**src/rtl/flow_switch_sequencer.sv**
```systemverilog
// Break-before-make sequencer for the planar flow-switch fabric: accepts one route
// command, actuates valves with pneumatic settle delays, holds, closes, reports done.
module flow_switch_sequencer #(
  parameter int NUM_SW = 11,
  parameter int SETTLE = 16,
  parameter int HOLD_W = 16
) (
  input  logic                  clk,
  input  logic                  rst,
  input  logic                  cmd_valid,
  output logic                  cmd_ready,
  input  logic [NUM_SW-1:0]     cmd_mask,
  input  logic [2*NUM_SW-1:0]   cmd_sel,
  input  logic [HOLD_W-1:0]     cmd_hold,
  input  logic                  abort,
  output logic [2*NUM_SW-1:0]   sw_sel,
  output logic [NUM_SW-1:0]     sw_en,
  output logic                  busy,
  output logic                  done,
  output logic                  err
);

  localparam int CW = (SETTLE > 1) ? $clog2(SETTLE) : 1;

  typedef enum logic [2:0] {
    S_IDLE, S_BREAK, S_SET, S_MAKE, S_HOLD, S_CLOSE, S_DONE, S_ABORT
  } state_t;

  state_t               state;
  logic [CW-1:0]        cnt;
  logic [HOLD_W-1:0]    hold_cnt;
  logic [NUM_SW-1:0]    mask_q;
  logic [2*NUM_SW-1:0]  sel_q;
  logic [HOLD_W-1:0]    hold_q;
  logic [2*NUM_SW-1:0]  sel_msk;

  // Each switch owns a 2-bit select field; widen the latched mask to cover them.
  always_comb begin
    sel_msk = '0;
    for (int k = 0; k < NUM_SW; k++) sel_msk[2*k +: 2] = {2{mask_q[k]}};
  end

  assign cmd_ready = (state == S_IDLE) && !rst;
  assign busy      = (state != S_IDLE);
  assign done      = (state == S_DONE);

  always_ff @(posedge clk) begin
    if (rst) begin
      state    <= S_IDLE;
      sw_sel   <= '0;
      sw_en    <= '0;
      cnt      <= '0;
      hold_cnt <= '0;
      err      <= 1'b0;
    end else begin
      err <= 1'b0;
      if (abort && state != S_IDLE && state != S_ABORT) begin
        sw_en <= '0;
        cnt   <= CW'(SETTLE - 1);
        state <= S_ABORT;
      end else begin
        case (state)
          S_IDLE: begin
            if (abort) begin
              sw_en <= '0;
            end else if (cmd_valid) begin
              if (cmd_mask == '0) begin
                err <= 1'b1;
              end else begin
                mask_q <= cmd_mask;
                sel_q  <= cmd_sel;
                hold_q <= cmd_hold;
                sw_en  <= sw_en & ~cmd_mask;
                cnt    <= CW'(SETTLE - 1);
                state  <= S_BREAK;
              end
            end
          end
          S_BREAK: begin
            if (cnt == '0) begin
              sw_sel <= (sw_sel & ~sel_msk) | (sel_q & sel_msk);
              state  <= S_SET;
            end else begin
              cnt <= cnt - CW'(1);
            end
          end
          S_SET: begin
            sw_en <= sw_en | mask_q;
            cnt   <= CW'(SETTLE - 1);
            state <= S_MAKE;
          end
          S_MAKE: begin
            if (cnt != '0) begin
              cnt <= cnt - CW'(1);
            end else if (hold_q != '0) begin
              hold_cnt <= hold_q - HOLD_W'(1);
              state    <= S_HOLD;
            end else begin
              state <= S_DONE;
            end
          end
          S_HOLD: begin
            if (hold_cnt == '0) begin
              sw_en <= sw_en & ~mask_q;
              cnt   <= CW'(SETTLE - 1);
              state <= S_CLOSE;
            end else begin
              hold_cnt <= hold_cnt - HOLD_W'(1);
            end
          end
          S_CLOSE: begin
            if (cnt == '0) state <= S_DONE;
            else           cnt   <= cnt - CW'(1);
          end
          S_DONE: state <= S_IDLE;
          S_ABORT: begin
            if (cnt == '0) state <= S_IDLE;
            else           cnt   <= cnt - CW'(1);
          end
          default: state <= S_IDLE;
        endcase
      end
    end
  end

endmodule

```
**config.mk**
```make
export PLATFORM = sky130hd
export DESIGN_NAME = flow_switch_sequencer
export DESIGN_NICKNAME = d
export VERILOG_FILES = /design/src/rtl/flow_switch_sequencer.sv
export SDC_FILE = /design/constraint.sdc
export NUM_CORES = 1
export LEC_CHECK = 0
export CAP_MARGIN = 0
export CORE_ASPECT_RATIO = 0.6
export CORE_MARGIN = 2
export CORE_UTILIZATION = 30
export DETAILED_ROUTE_END_ITERATION = 8
export PLACE_DENSITY = 0.48
export SYNTH_ARGS = -nofsm -noshare
export SYNTH_HDL_FRONTEND = slang
export SYNTH_SLANG_ARGS = --single-unit
```
**constraint.sdc**
```tcl
create_clock -name clk -period 3.9 [get_ports clk]
set_clock_uncertainty 0.2 [all_clocks]
set_input_delay 0.975 -clock clk [delete_from_list [all_inputs] [get_ports clk]]
set_output_delay 0.975 -clock clk [all_outputs]
set_load 0.005 [all_outputs]
```
==> metrics.md <==
| Metric | Value |
|---|---|
| Worst slew pin tran | `approximately 0.90 ns` |
| CTS tree | `yes` |
| Clock power frac | `between 20 and 30%` |
| Synthesized area | `between 4000 and 5000 um^2` |
| Final slew viol count | `0` |
| DIE HEIGHT | `between 100 and 150 um` |
| Predominant post-synthesis flop cell | `dfxtp_1` |
| Via count | `4039` |
| CTS Sinks | `around 110` |
| Status | `finished, final reports clean` |
| Setup TNS | `0 ns` |
| Detail Route Antenna Nets | `0` |
| Antenna fix cells | `0` |
| Max IR drop VDD | `roughly 210 uV` |
| Residual DRC count | `0` |
| P_int | `around 2.1 mW` |
| Hold Violations, Final | `0` |
| Worst hold path type | `reg2reg` |
| Combinational power share | `about 31%` |
| CTS clk-pin slew, worst paths | `0.07 ns` |
| F_max | `about 300 MHz` |
| Post-CTS resize count | `0` |
| RSZ-0062 raised after global routing | `false` |
| Row cnt | `35` |
| IO buf count | `89` |
| IO Pins | `90` |
| Sw Pwr | `approximately 1.1 mW` |
| Clk buf depth | `2` |
| Vias per inst | `5.28` |
| Worst path cell trace | `buf_4 -> or3_1 -> nor2_1 -> clkdlybuf4s50_1` |
| Worst-path cell with the longest stage delay | `clkdlybuf4s50_1` |
| Filler cell count | `around 1.6k` |
| Power per cell area | `approximately 520 nW/um^2` |
| Hold_buf cts | `0` |
| Critical path class | `reg2out` |
| P_leak | `1.99 nW` |
| Nets | `roughly 600` |
| Number of synthesized flops with an enable pin | `between 40 and 50` |
| Hold path cells | `2` |
| Final setup vio count | `0` |
| Crit path depth | `4` |
| Post-synthesis cell type count | `around 60` |
| TritonCTS Buffers | `9` |
| Req. time, crit path | `around 2.7 ns` |
| Die area | `around 17000 um^2` |
| First-pass DRT Iterations | `5` |
| Max cap viols | `0` |
| CP endpoint kind | `output pin` |
| Post-CTS Repair Setup Buffers | `0` |
| Die width | `roughly 170 um` |
| Ratio of cells with drive above 1 in the final layout | `about 7.3%` |
| Sequential cell area | `2610 um^2` |
| Syn-to-layout area delta | `30.1%` |
| Synth Net Count | `around 530` |
| Number of global-route vias before repair | `3843` |
| Seq/Total Area, Yosys | `~55%` |
| Sequential share of power | `42.1%` |
| Average size of a mapped cell | `roughly 10 um^2` |
| CP max stage delay | `0.54 ns` |
| Yosys warnings | `0` |
| Crit path DAT | `roughly 2.1 ns` |
| Synth Instances | `roughly 470` |
| Initial DRC Count | `263` |
| Tmin final | `approximately 3.3 ns` |
| Starting density of the core | `roughly 30%` |
| Clk Latency, worst-skew pair | `approximately 0.35 ns` |
| Total Power | `roughly 3.2 mW` |
| Routability cong. | `approximately 0.78` |
| CP bufs+invs | `2` |
| CP Launch Type | `register` |
| Root Buffer Master | `clkbuf_16` |
| H-tree depth | `3` |
| Pin count of the biggest net entering global routing | `47` |
| Routed WL | `about 13000 um` |
| Core area | `between 15000 and 20000 um^2` |
| Commonest non-fill, non-tap cell in the layout | `clkdlybuf4s50_1` |
| Slew headroom | `roughly two fifths` |
| Worst R2R Path Depth | `9` |
| Post-synth ARST share | `0%` |
| Commonest non-fill, non-tap cells in the layout | `clkdlybuf4s50_1 (88), dfxtp_1 (57), nand2_1 (56)` |
| HPWL Detailed | `9630 um` |
| Period Utilization, post-route | `84.2%` |
| Critical Path Fanout Max | `14` |
| Sw frac | `between 30% and 40%` |
| Initial antenna violation count | `0` |
| Gr usage total | `16.4%` |
| Multi-input logic area | `around 2000 um^2` |
| Grt total ovfl | `0` |
| WL per Instance | `about 18 um` |
| #FFs+latches synth | `around 110` |
| Global-route wire length before repair | `21200 um` |
| CP delay by family, top | `simple AND/OR/NAND/NOR gates` |
-- path summary, 6_finish.rpt --
path,to,slack [ns],start
hold / removal,register,0.26,register
hold reg to reg,register,0.26,register
setup reg to reg,hold_cnt[14]$_SDFFE_PP0P_,0.73,state[2]$_SDFFE_PP0P_
setup / recovery,cmd_ready,0.62,state[0]$_SDFFE_PP0P_
-- Yosys cell counts, types with 7 or more instances --
cell type  count  area share, %
a211oi_1       7            1.1
a21oi_1       45            4.8
a31oi_1        8            1.1
a32o_1        12            2.5
clkbuf_1      21            1.7
dfxtp_1       57             24
edfxtp_1      49             31
inv_1          9           0.71
nand2_1       56            4.4
nand3_1       31            3.3
nor2_1        34            2.7
nor3_1        11            1.2
nor4_1         7           0.92
o21ai_0       13            1.4
o221ai_1      11            2.0
-- worst register-to-register path, delay by kind of cell (launching register included) --
family	cells	cell delay (ns)
adder cells (fa/ha/maj)	1	0.25
AO/OA/AOI/OAI	3	0.78
flip-flops	1	0.33
multiplexers	1	0.25
AND/OR/NAND/NOR	4	1.23
-- metal layers --
metal / wire length (um) / global-route usage [%]
met1: 7100 / 24.5
met2: 5330 / 22.9
met3: 811 / 4.22
met4: 206 / 5.31
met5: 0 / 0
-- area by class of cell --
cell class,instances,area share [%]
multi-input cells,326,32.0
clock buffers,11,3.94
repair buffers,106,16.4
well taps,203,4.12
inverters,9,0.548
clock inverters,4,0.548
flip-flops and latches,106,42.4
-- logic make-up after synthesis --
group | synth area share [%]
AOI/OAI and AO/OA | 19.6
xor gates and xnor gates | 0.555
adders and majority gates | 0.528
buffers and inverters | 3.49
DFF | 55.2
muxes | 1.11
and+or+nand+nor | 19.6
-- per-stage QoR --
stage	instance area (um^2)	std cells	util [%]	hold WS, ns	worst slack, ns
after floorplan	4740	472	-	0.251	0.441
after global placement	5890	750	38.2	0.244	0.544
after detailed placement	5890	750	38.2	0.255	0.461
after CTS	6160	765	40.0	0.265	0.594
after global routing	6160	765	40.0	0.280	0.433
final	6160	765	40.0	0.260	0.617
-- power by group through the flow --
stage,registers (mW),clock network (mW),logic (mW)
global route,1.37,0.943,1.10
CTS,1.35,0.902,0.987
finish,1.35,0.871,0.986
floorplan,1.36,0,0.630
global placement,1.37,0,0.962
detailed placement,1.37,0,0.985
Note: power is estimated with default switching activity, not from simulation.
